<file path="src/rtl/riscv_pkg.sv">
// Shared RISC-V core definitions: widths, reset PC,
// fetch FSM encoding and small helpers.
package riscv_pkg;

    localparam int XLEN = 32;
    localparam int IMEM_ADDR_W = 8;
    localparam logic [IMEM_ADDR_W-1:0] RESET_PC = 8'h00;
    localparam logic [XLEN-1:0] NOP_INSTR = 32'h0000_0013;

    typedef enum logic [1:0] {
        ST_BOOT,
        ST_RUN,
        ST_HALT
    } fetch_state_t;

    function automatic logic [15:0] sat_inc16(
        input logic [15:0] v
    );
        return (v == 16'hFFFF) ? v : v + 16'd1;
    endfunction

endpackage

</file>
<file path="src/rtl/instr_fetch_unit_if.sv">
// Fetch-side bus: instruction memory request/response
// plus the valid/ready handshake towards decode.
interface instr_fetch_unit_if
    import riscv_pkg::*;
#(
    parameter int ADDR_W = IMEM_ADDR_W
);

    logic [ADDR_W-1:0] imem_addr;
    logic [XLEN-1:0]   imem_instr;
    logic              out_valid;
    logic              out_ready;
    logic [XLEN-1:0]   out_instr;
    logic [ADDR_W-1:0] out_pc;

    modport master (
        output imem_addr,
        input  imem_instr,
        output out_valid,
        input  out_ready,
        output out_instr,
        output out_pc
    );

    modport slave (
        input  imem_addr,
        output imem_instr,
        input  out_valid,
        output out_ready,
        input  out_instr,
        input  out_pc
    );

endinterface

</file>
<file path="src/rtl/fetch_fifo.sv">
// Two-entry synchronous FIFO with flush; the head reads
// as zero whenever the buffer is empty.
module fetch_fifo #(
    parameter int DW = 40
) (
    input  logic          clk,
    input  logic          reset,
    input  logic          push_i,
    input  logic          pop_i,
    input  logic          flush_i,
    input  logic [DW-1:0] din_i,
    output logic [DW-1:0] dout_o,
    output logic [1:0]    count_o
);

    logic [DW-1:0] mem_q [2];
    logic          wr_ptr_q;
    logic          rd_ptr_q;
    logic [1:0]    count_q;
    logic [1:0]    count_d;

    always_comb begin
        count_d = count_q;
        unique case ({push_i, pop_i})
            2'b10:   count_d = count_q + 2'd1;
            2'b01:   count_d = count_q - 2'd1;
            default: count_d = count_q;
        endcase
    end

    always_ff @(posedge clk or posedge reset) begin
        if (reset) begin
            wr_ptr_q <= 1'b0;
            rd_ptr_q <= 1'b0;
            count_q  <= 2'd0;
        end else if (flush_i) begin
            wr_ptr_q <= 1'b0;
            rd_ptr_q <= 1'b0;
            count_q  <= 2'd0;
        end else begin
            if (push_i) wr_ptr_q <= ~wr_ptr_q;
            if (pop_i)  rd_ptr_q <= ~rd_ptr_q;
            count_q <= count_d;
        end
    end

    // Storage needs no reset: the head is gated by count.
    always_ff @(posedge clk) begin
        if (push_i && !flush_i) mem_q[wr_ptr_q] <= din_i;
    end

    assign dout_o  = (count_q != 2'd0) ? mem_q[rd_ptr_q] : '0;
    assign count_o = count_q;

endmodule

</file>
<file path="src/rtl/instr_fetch_unit.sv">
// Instruction fetch: PC, BOOT/RUN/HALT control, redirect
// flush and a 2-deep buffer presented to decode.
module instr_fetch_unit
    import riscv_pkg::*;
#(
    parameter int ADDR_W = IMEM_ADDR_W,
    parameter logic [ADDR_W-1:0] RESET_PC = riscv_pkg::RESET_PC
) (
    input  logic              clk,
    input  logic              reset,
    input  logic              fetch_en,
    input  logic              redirect_valid,
    input  logic [ADDR_W-1:0] redirect_pc,
    output logic [15:0]       fetch_count,
    instr_fetch_unit_if.master bus
);

    localparam int DW = ADDR_W + XLEN;

    fetch_state_t      state_q, state_d;
    logic [ADDR_W-1:0] pc_q, pc_d;
    logic [15:0]       fcnt_q, fcnt_d;

    logic          push;
    logic          pop;
    logic [1:0]    fifo_cnt;
    logic [DW-1:0] fifo_dout;

    assign pop = bus.out_valid & bus.out_ready;

    always_comb begin
        state_d = state_q;
        pc_d    = pc_q;
        fcnt_d  = fcnt_q;
        push    = 1'b0;
        unique case (state_q)
            ST_BOOT: state_d = fetch_en ? ST_RUN : ST_HALT;
            ST_RUN: begin
                if (!fetch_en) state_d = ST_HALT;
                else if (fifo_cnt < 2'd2 || pop) push = 1'b1;
            end
            ST_HALT: if (fetch_en) state_d = ST_RUN;
            default: state_d = ST_BOOT;
        endcase
        // Redirect wins; it leaves RUN/HALT where they are.
        if (redirect_valid) begin
            push = 1'b0;
            pc_d = {redirect_pc[ADDR_W-1:2], 2'b00};
            if (state_q != ST_BOOT) state_d = state_q;
        end
        if (push) begin
            pc_d   = pc_q + ADDR_W'(4);
            fcnt_d = sat_inc16(fcnt_q);
        end
    end

    always_ff @(posedge clk or posedge reset) begin
        if (reset) begin
            state_q <= ST_BOOT;
            pc_q    <= RESET_PC;
            fcnt_q  <= 16'd0;
        end else begin
            state_q <= state_d;
            pc_q    <= pc_d;
            fcnt_q  <= fcnt_d;
        end
    end

    fetch_fifo #(
        .DW(DW)
    ) u_fifo (
        .clk    (clk),
        .reset  (reset),
        .push_i (push),
        .pop_i  (pop),
        .flush_i(redirect_valid),
        .din_i  ({pc_q, bus.imem_instr}),
        .dout_o (fifo_dout),
        .count_o(fifo_cnt)
    );

    assign bus.imem_addr = pc_q;
    assign bus.out_valid = (fifo_cnt != 2'd0);
    assign bus.out_pc    = fifo_dout[DW-1:XLEN];
    assign bus.out_instr = fifo_dout[XLEN-1:0];
    assign fetch_count   = fcnt_q;

endmodule

</file>
<file path="src/flat_wrapper.sv">
// flat-port wrapper written by rule: the top's interface ports become plain ports
module instr_fetch_unit_flat import riscv_pkg::*;
#(
    parameter int ADDR_W = IMEM_ADDR_W,
    parameter logic [ADDR_W-1:0] RESET_PC = riscv_pkg::RESET_PC
)
  (clk, reset, fetch_en, redirect_valid, redirect_pc, fetch_count, bus_imem_addr, bus_imem_instr, bus_out_valid, bus_out_ready, bus_out_instr, bus_out_pc);
  instr_fetch_unit_if #(.ADDR_W(ADDR_W)) bus_i ();
  input  logic clk;
  input  logic reset;
  input  logic fetch_en;
  input  logic redirect_valid;
  input  logic [ADDR_W-1:0] redirect_pc;
  output logic [15:0] fetch_count;
  output wire logic [$bits(bus_i.imem_addr)-1:0] bus_imem_addr;
  input wire logic [$bits(bus_i.imem_instr)-1:0] bus_imem_instr;
  output wire logic [$bits(bus_i.out_valid)-1:0] bus_out_valid;
  input wire logic [$bits(bus_i.out_ready)-1:0] bus_out_ready;
  output wire logic [$bits(bus_i.out_instr)-1:0] bus_out_instr;
  output wire logic [$bits(bus_i.out_pc)-1:0] bus_out_pc;
  assign bus_imem_addr = bus_i.imem_addr;
  assign bus_i.imem_instr = bus_imem_instr;
  assign bus_out_valid = bus_i.out_valid;
  assign bus_i.out_ready = bus_out_ready;
  assign bus_out_instr = bus_i.out_instr;
  assign bus_out_pc = bus_i.out_pc;
  instr_fetch_unit #(.ADDR_W(ADDR_W), .RESET_PC(RESET_PC)) u_core (.clk(clk), .reset(reset), .fetch_en(fetch_en), .redirect_valid(redirect_valid), .redirect_pc(redirect_pc), .fetch_count(fetch_count), .bus(bus_i));
endmodule
</file>
<file path="config.mk">
export PLATFORM = sky130hd
export DESIGN_NAME = instr_fetch_unit_flat
export DESIGN_NICKNAME = d
export VERILOG_FILES = /design/src/rtl/riscv_pkg.sv /design/src/rtl/instr_fetch_unit_if.sv /design/src/rtl/fetch_fifo.sv /design/src/rtl/instr_fetch_unit.sv /design/src/flat_wrapper.sv
export SDC_FILE = /design/constraint.sdc
export NUM_CORES = 1
export LEC_CHECK = 0
export CAP_MARGIN = 20
export CORE_UTILIZATION = 50
export DETAILED_ROUTE_END_ITERATION = 7
export DONT_BUFFER_PORTS = 1
export PLACE_DENSITY = 0.71
export RECOVER_POWER = 25
export SETUP_SLACK_MARGIN = 0.4
export SLEW_MARGIN = 0
export SYNTH_ARGS = -nofsm -noshare
export SYNTH_HDL_FRONTEND = slang
export SYNTH_HIERARCHICAL = 1
export SYNTH_SLANG_ARGS = --single-unit
</file>
<file path="constraint.sdc">
create_clock -name clk -period 9.5 [get_ports clk]
set_input_delay 1.9 -clock clk [delete_from_list [all_inputs] [get_ports clk]]
set_output_delay 1.9 -clock clk [all_outputs]
set_load 0.005 [all_outputs]
</file>
==> qor.yml <==
routing:
  via_count: 2313
  drt-pass1-iter-count: 6
  drc: 0
  avgViaCountPerCell: 5.43
  routed_wl_um: 7580
  routedWlPerCell_um: 17.8
  drt_iter0_markers: 99
  antenna_left: 0
layout:
  drive_gt1_frac: 0.110
  multiInputGateArea_um2: 1280
  fin_nets: 360
  synthToLayoutAreaGrowth_pct: 6.26
  layout.cells.non_filler: 426
  register_area_um2: 3100
  antenna_cells: 0
  nFillCells: 722
sta:
  tns_ns: 0
  fin_crit_ns: 3.89
  skew_ns: 0.0132
  rsz0062_at_grt: "false"
  slew_viol_final: 0
  finalCritPeriodShare: 0.410
  finalHoldViolations: 0
  slew_headroom: 0.348
  max_slew.worst_pin.slew_ns: 0.978
  setup_slack_ns: 5.61
  final-setup-viol-count: 0
  fmax_ghz: 0.257
setup_path:
  slowest_stage: "dfrtp_2"
  worstPathMaxFanout: 22
  path_buf_inv: 1
  max_stage_delay_ns: 0.80
  path_cells: "buf_4 -> mux2i_1 -> nor2_1"
  ff2ff_setup_slack_ns: 7.19
  path_delay_family: "flip-flops"
  end_kind: "output pin"
  crit_arrival_ns: 1.99
  cp.required_ns: 7.60
  critPathKind: "flip-flop to output pin"
  worst_setup_path_start_kind: "flip-flop"
synth:
  synth_most_common_cell: "edfxtp_1"
  async_reset_ff_frac: 0.259
  synth.area.mux_share: 0.0992
  synthCells: 309
  ys_ff_latch: 108
  yosys.area_share.simple: 0.115
  ys.flop_type: "edfxtp_1"
  seq_area_frac_synth: 0.693
  synth_top_cell_by_area: "edfxtp_1"
  synth_common_cells: "edfxtp_1 (80), nor2_1 (48), mux2i_1 (41)"
  synth.top_cell.area_share: 0.537
  synth_compound_area_frac: 0.0196
  synth_cell_types: 40
  synth-warning-count: 6
  synth_adder_area_share: 0.00559
  yosys-top-cells-area: "edfxtp_1 (54%), dfrtp_1 (16%), mux2i_1 (9.2%), nor2_1 (4.0%), xnor2_1 (2.2%)"
  syn_area_per_cell_um2: 14.5
  synth_edf_count: 80
  synth_xor_xnor_area_share: 0.0388
  synth_top_family_by_area: "simple AND/OR/NAND/NOR gates"
  syn-cell-area_um2: 4480
global_route:
  grt_max_degree: 41
  antenna_found_initial: 0
  gr-total-overflow: 0
  grt_pass1_wl_um: 12200
  grt_pass1_vias: 2378
  grt_usage: 0.170
floorplan:
  start_util: 0.516
  core_um2: 8680
  die_area_um2: 9340
  fp.dieH_um: 96.6
  num_rows: 34
  top_level_ports: 110
  chipWidth_um: 96.6
cts:
  cts_inserted_buffers: 9
  path_clk_slew_ns: 0.10
  clock_latency_ns: 0.37
  cts_setup_buffers: 0
  cts_tree: "yes"
  cts_htree_levels: 3
  clockBufferDepth: 2
  root_buffer: "clkbuf_8"
  cts_resized: 0
  hold_buffers: 0
  cts_num_sinks: 108
power:
  power.leakage_uw: 0.00163
  p_per_area_nw_per_um2: 204
  total_power_uw: 969
  vdd_drop_max_uv: 88.6
place:
  place_ws_ns: 5.75
  dp.cells: 410
  portBuffers: 0
  dp_hpwl_um: 5010
  gp_congestion: 0.745
hold_path:
  min_path_type: "flip-flop to flip-flop"
run:
  drv_cap: 0
status:
  run_status: "finished clean"
per-stage QoR:
| step | hold WS [ns] | utilization | area (um^2) |
|---|---|---|---|
| after global placement | 0.504 | 0.525 | 4550 |
| after global routing | 0.544 | 0.548 | 4760 |
| after CTS | 0.529 | 0.548 | 4760 |
| final | 0.526 | 0.548 | 4760 |
| after floorplan | 0.484 | - | 4500 |
| after detailed placement | 0.516 | 0.525 | 4550 |
cell families after synthesis:
kind of cell    count (synthesis)
mux                            44
xor+xnor                       19
compound gates                 14
simple gates                  103
flops                         108
other cells                     1
fa+ha+maj                       2
buf+inv                        18
registers in the layout, indices dropped and copies added (netlist names):
name / flops
u_core/u_fifo/mem_q: 80
u_core/u_fifo/count_o: 2
u_core/bus.imem_addr: 6
u_core/u_fifo/rd_ptr_q: 1
u_core/u_fifo/wr_ptr_q: 1
u_core/fetch_count: 16
u_core/state_q: 2
final cells by class:
cell class | instances | area share
timing repair buffer | 3 | 0.00473
multi-input combinational | 188 | 0.269
clock buffer | 9 | 0.0260
inverter | 3 | 0.00237
tap | 108 | 0.0284
clock inverter | 7 | 0.0171
sequential | 108 | 0.653
report_power, final:
part	internal, uW	switching, uW
sequential	527	34.3
clock	126	161
combinational	50.0	70.2
total	703	266
cells in the final DEF, fill, tap and decap left out, types with 2 or more instances in the layout:
cell type  instances
clkbuf_8           9
xnor2_1           11
edfxtp_1          80
conb_1             6
mux2_2             2
nand4_1            7
clkinv_4           2
o21a_1             2
o21ai_0            8
and2_1             2
inv_6              2
nor3b_2            3
nand3_1            6
mux2i_1           41
ha_1               2
buf_4              3
inv_1              3
nor2_1            47
nor3b_1            2
xor2_1             7
nand2_1           15
dfrtp_1           27
a41oi_1            2
nor4_1             3
nor2_2             4
nor3_1             3
path summary, 6_finish.rpt:
kind | cells past startpoint | end | start
worst max-delay path | 3 | bus_out_pc[2] | u_core/u_fifo/rd_ptr_q$_DFFE_PP0P_
worst min-delay path | 1 | u_core/fetch_count[11]$_DFFE_PP0P_ | u_core/fetch_count[11]$_DFFE_PP0P_
worst max register to register | 4 | u_core/u_fifo/mem_q[1][36]$_DFFE_PP_ | u_core/state_q[1]$_DFFE_PP0P_
worst min register to register | 1 | u_core/fetch_count[11]$_DFFE_PP0P_ | u_core/fetch_count[11]$_DFFE_PP0P_
max in group asynchronous | 1 | u_core/state_q[0]$_DFFE_PP0P_ | reset
min in group asynchronous | 1 | u_core/u_fifo/rd_ptr_q$_DFFE_PP0P_ | reset
layer usage:
layer  global-route usage  share of wire
met2                0.275           0.49
met1                0.207           0.42
met5                    0              0
met3               0.0578          0.081
met4               0.0758          0.015
Note: power is estimated with default switching activity, not from simulation.
==> patch 1 (same flow settings) <==
Put one more register stage on the output `fetch_count`, cleared by the reset. The value now appears one clock later. The other outputs are not delayed to match.
--- a/src/rtl/instr_fetch_unit.sv
+++ b/src/rtl/instr_fetch_unit.sv
@@ -85,3 +85,9 @@
     assign bus.out_instr = fifo_dout[XLEN-1:0];
-    assign fetch_count   = fcnt_q;
+    always_ff @(posedge clk or posedge reset) begin
+        if (reset) begin
+            fetch_count <= '0;
+        end else begin
+            fetch_count <= fcnt_q;
+        end
+    end
 
Behaviour: not the same (Yosys sat finds a counterexample within 4 cycles, from zero or initial values and one cycle with reset high).
==> patch 1 against the original RTL <==
  * Routed wire length increased by 15%
  * Global-route usage rose by 1.2 points
  * Clock skew is 0.0010 ns higher
  * First-iteration DRC count decreased by 14%
  * Sequential share of layout area down 2.8 points
  * Total power grew 39%
  * Sequential cell count increased by 16
  * Synthesized area is 11% higher
  * Via count up 14%
  * Critical path depth decreased by 1
  * Clock power up 110%
  * Largest power group unchanged
  * Critical path type unchanged
  * Worst setup slack improved by 0.0097 ns
  * Design area rose by 18%
==> patch 1: results (changes against the original RTL) <==
- The most critical setup path has its startpoint at u_core/u_fifo/count_o[0]$_DFFE_PP0P_.
- The delay contributed by the slowest stage of the critical path is 0.77 ns (-0.03 ns).
- The maximum level of the CTS H-tree came to 4 (+1).
- The synthesized-area fraction occupied by adder cells is 0.005056 (-0.0005341).
- The run finished with clean final reports.
- The via count of the first global-routing pass is 2687 (+13%).
- The number of unique standard cell types used by synthesis is 44 (+10%).
- The setup slack after placement was 5.379 ns (-0.3692 ns).
- The routed via count divided by cell count came to 5.460 (+0.55%).
- The share of flip-flops with an asynchronous set or reset is 0.3548 (+0.09558).
- The maximum clock rate is 257.6 MHz (+0.25%).
- The clock-pin slew of the registers on the worst-case setup and hold paths was 0.06 ns (-0.04 ns).
- The XOR/XNOR share of the synthesized area is 0.03008 (-0.008768).
- The setup clock skew after layout came to 0.01424 ns (+0.001023 ns).
- The clock latency on the worst-skew pair is 0.51 ns (+0.14 ns).
- The iteration count of the initial detailed-routing pass is 4 (-2).
- The tightest slew margin relative to the limit is 0.3482 (+0.0003660).
- The met3 layer wire length in the routed design was 682 um (+11%).
- The routed metal-1 wirelength is 3.539 mm (+12%).
- The worst vdd rail ir drop is 0.0001221 V (+38%).
- The register-to-register path setup slack is 6.82 ns (-0.37 ns).
- By area the synthesized netlist is led by sky130_fd_sc_hd__edfxtp_1 49%, sky130_fd_sc_hd__dfrtp_1 22%, sky130_fd_sc_hd__mux2i_1 8.5%.
- The estimated wirelength of the detail-placed design came to 5.330 mm (+6.3%).
- The cell count after placement is 451 (+10%).
- The per-cell routed wire length is 17.98 um (+1.1%).
- The commonest cells after synthesis are 80 x sky130_fd_sc_hd__edfxtp_1, 45 x sky130_fd_sc_hd__nor2_1, 44 x sky130_fd_sc_hd__dfrtp_1, 42 x sky130_fd_sc_hd__mux2i_1.
- The startpoint of the lowest-slack hold path is u_core/fcnt_q[3]$_DFFE_PP0P_.
- The initial DRC count came to 85 (-14%).
- The global-route wire length before repair is 13.62 mm (+12%).
- The total length of routed met2 wires is 4.358 mm (+19%).
- The weighted congestion at the end of routability-driven global placement came to 0.7585 (+1.8%).
- The via count is 2637 (+14%).
- The share of final-layout standard cells stronger than drive strength 1 is 0.1441 (+0.03400).
- The number of filler cells placed in the layout came to 744 (+3.0%).
- The average footprint of a synthesized cell is 15.04 um^2 (+3.8%).
- For this design, the slowest cell found on the critical path is sky130_fd_sc_hd__nor2_4.
- The share of the synthesized area in compound gates (AO/OA/AOI/OAI) is 0.01769 (-0.001869).
- Among cell families on the critical path, the largest total delay comes from simple AND/OR/NAND/NOR gates.
- The largest fanout on the critical path came to 40 (+82%).
- The post-synthesis mux area share is 0.09858 (-0.0006330).
- The share of synthesized area occupied by flip-flops and latches is 0.7078 (+0.01466).
[patch 1: cell count changes in the layout (fill, tap and decap cells not counted), moves of 3 or more]
cell | before | now
sky130_fd_sc_hd__clkbuf_16 | 0 | 16
sky130_fd_sc_hd__clkbuf_8 | 9 | 1
sky130_fd_sc_hd__mux2_4 | 0 | 3
sky130_fd_sc_hd__and3_1 | 0 | 5
sky130_fd_sc_hd__nor2_1 | 47 | 44
sky130_fd_sc_hd__nor2_2 | 4 | 0
sky130_fd_sc_hd__inv_6 | 2 | 5
sky130_fd_sc_hd__nand2_1 | 15 | 12
sky130_fd_sc_hd__and4_1 | 0 | 5
sky130_fd_sc_hd__dfrtp_1 | 27 | 43
[patch 1: report_power, final]
group | internal [W] | total [W] | switching (W)
logic | 0.0000509 | 0.000131 | 0.0000802
registers | 0.000602 | 0.000629 | 0.0000273
clock network | 0.000352 | 0.000590 | 0.000238
total | 0.00100 | 0.00135 | 0.000345
[patch 1: layout make-up]
cell class                      count  share of cell area
Clock buffer                       18             0.07452
Tap cell                          129             0.02878
Inverter                            4            0.002677
Timing Repair Buffer                3            0.004016
Clock inverter                     14             0.02365
Sequential cell                   124              0.6249
Multi-Input combinational cell    191              0.2414
[patch 1: worst paths after layout]
kind                                                         to  cells past startpoint
setup reg to reg            u_core/u_fifo/mem_q[1][0]$_DFFE_PP_                      4
setup / recovery                                  bus_out_pc[6]                      2
min in group asynchronous  u_core/u_fifo/count_o[1]$_DFFE_PP0P_                      1
hold reg to reg                 u_core/fetch_count[3]$_DFF_PP0_                      0
hold / removal                  u_core/fetch_count[3]$_DFF_PP0_                      0
max in group asynchronous         u_core/fcnt_q[11]$_DFFE_PP0P_                      2
[patch 1: layer usage]
layer / track usage / vias up
met2: 0.2988 / 86
met5: 0 / -
met1: 0.2112 / 1327
met4: 0.08361 / 0
met3: 0.07246 / 10
li1: - / 1214
[patch 1: logic make-up after synthesis]
| kind of cell | Yosys count |
|---|---|
| flip-flops | 124 |
| AND/OR/NAND/NOR | 104 |
| multiplexers | 47 |
| buffers and inverters | 19 |
| XOR/XNOR | 17 |
| AO/OA/AOI/OAI | 15 |
| adder cells (fa/ha/maj) | 2 |
| other | 1 |
[patch 1: stage by stage]
step                hold slack, ns  area, um^2  utilization
CTS                         0.4444        5608       0.5956
global route                0.4684        5608       0.5956
finish                      0.4393        5608       0.5956
global placement            0.4193        5057       0.5371
floorplan                   0.3866        4969            -
detailed placement          0.4233        5057       0.5371
[patch 1: worst reg2reg max path: cells and delay by family (launching register included)]
| kind | cells | cell delay (ns) |
|---|---|---|
| buffers and inverters | 1 | 0.25 |
| DFF | 1 | 0.44 |
| and+or+nand+nor | 3 | 1.56 |
==> patch 2 (same flow settings) <==
Made on the original files. Change the package constant `IMEM_ADDR_W` from 8 to 10.
--- a/src/rtl/riscv_pkg.sv
+++ b/src/rtl/riscv_pkg.sv
@@ -5,3 +5,3 @@
     localparam int XLEN = 32;
-    localparam int IMEM_ADDR_W = 8;
+    localparam int IMEM_ADDR_W = 10;
     localparam logic [IMEM_ADDR_W-1:0] RESET_PC = 8'h00;
Interface: changed (resized bus_imem_addr, bus_out_pc and redirect_pc); port bits go from 110 to 116. No check against the original RTL was run, so the function may have changed too.
==> patch 2 against the original RTL <==
  * Critical path depth fell by 1
  * Total power rose by 39%
  * Sequential cell count rose by 6
  * Clock skew fell by 0.0046 ns
  * Design area rose by 16%
  * Synthesized area rose by 7.6%
  * Routed wire length rose by 15%
  * Worst setup slack improved by 0.014 ns
  * Critical path type unchanged
  * Critical endpoint is now bus_out_pc[8]
  * Largest cell class unchanged
  * Largest power group is now clock
==> patch 2: results (changes against the original RTL) <==
- The global-route wire length before repair is 13.67 mm (+12%).
- The per-cell routed wire length came to 17.79 um (about the same).
- The pin count of the biggest net entering global routing is 43 (+4.9%).
- The initial DRC count came to 47 (-53%).
- The final hold slack is 0.5301 ns (+0.003732 ns).
- The design internal power came to 0.001011 W (+44%).
- The startpoint of the lowest-slack hold path is u_core/fetch_count[15]$_DFFE_PP0P_.
- The iteration count of the initial detailed-routing pass came to 4 (-2).
- The total global-route track usage is 0.1841 (+0.01409).
- The setup clock skew after layout is 0.008643 ns (-0.004573 ns).
- The maximum level of the CTS H-tree is 4 (+1).
- The number of flops mapped to enable cells by yosys is 84 (+5.0%).
- The via count of the first global-routing pass came to 2751 (+16%).
- The share of final-layout standard cells stronger than drive strength 1 came to 0.1333 (+0.02327).
- The endpoint identified for the worst register-to-register timing path is u_core/u_fifo/mem_q[1][35]$_DFFE_PP_.
- The placed cell area was 0.004900 mm^2 (+7.6%).
- The cell count after placement is 456 (+11%).
- The final cycle utilization of the critical path is 0.4082 (-0.001501).
- The overall power came to 0.001348 W (+39%).
- The number of unique standard cell types used by synthesis is 44 (+10%).
- The routed via count divided by cell count is 5.470 (+0.75%).
- The clock group total power is 0.000626 W (+120%).
- The estimated wirelength of the detail-placed design is 5.492 mm (+9.6%).
- The clock latency on the worst-skew pair is 0.50 ns (+0.13 ns).
- The run finished with clean final reports.
- The worst vdd rail ir drop is 0.0001793 V (+100%).
- In the synthesized netlist, the cells that appear most often are 84 x sky130_fd_sc_hd__edfxtp_1, 49 x sky130_fd_sc_hd__nor2_1, 43 x sky130_fd_sc_hd__mux2i_1, 30 x sky130_fd_sc_hd__dfrtp_1.
- The largest fanout on the critical path is 42 (+91%).
[patch 2: changes by cell type in the layout (fill, tap and decap cells not counted), moves of 3 or more]
cell / before / now
sky130_fd_sc_hd__clkbuf_16: 0 / 16
sky130_fd_sc_hd__clkbuf_8: 9 / 1
sky130_fd_sc_hd__nand2_1: 15 / 10
sky130_fd_sc_hd__edfxtp_1: 80 / 84
sky130_fd_sc_hd__inv_1: 3 / 7
sky130_fd_sc_hd__nor2_2: 4 / 0
sky130_fd_sc_hd__nor3_1: 3 / 7
sky130_fd_sc_hd__xor2_1: 7 / 11
sky130_fd_sc_hd__clkinvlp_4: 0 / 3
sky130_fd_sc_hd__nor4_1: 3 / 6
sky130_fd_sc_hd__nor4_2: 0 / 3
[patch 2: cell type report]
cell class	instances	area (um^2)
clock inverters	15	181.4
repair buffers	3	18.77
inverters	7	26.28
well taps	129	161.4
flip-flops and latches	114	3274
clock buffers	17	414.1
multi-input cells	204	1423
fillers	733	3785
[patch 2: cells by family (layout without fill, tap and decap cells)]
logic type / after synthesis / count (layout) / share of synthesized area
compound gates: 17 / 17 / 0.02078
xor+xnor: 22 / 22 / 0.04000
fa+ha+maj: 2 / 2 / 0.005194
buf+inv: 22 / 42 / 0.03143
flops: 114 / 114 / 0.6795
mux: 44 / 44 / 0.09169
other cells: 1 / 6 / 0.0007785
simple gates: 113 / 113 / 0.1307
[patch 2: metal layers]
layer	up-vias	GRT usage	share of wire
met5	-	0	0
met1	1325	0.2028	0.40
met3	4	0.08287	0.083
met2	96	0.3156	0.51
li1	1250	-	-
met4	0	0.06355	0.0059
[patch 2: worst max-delay path: stages, from the launching register on]
cell,delay [ns]
sky130_fd_sc_hd__dfrtp_1,0.45
sky130_fd_sc_hd__nor2_4,0.79
sky130_fd_sc_hd__nor2_1,0.23
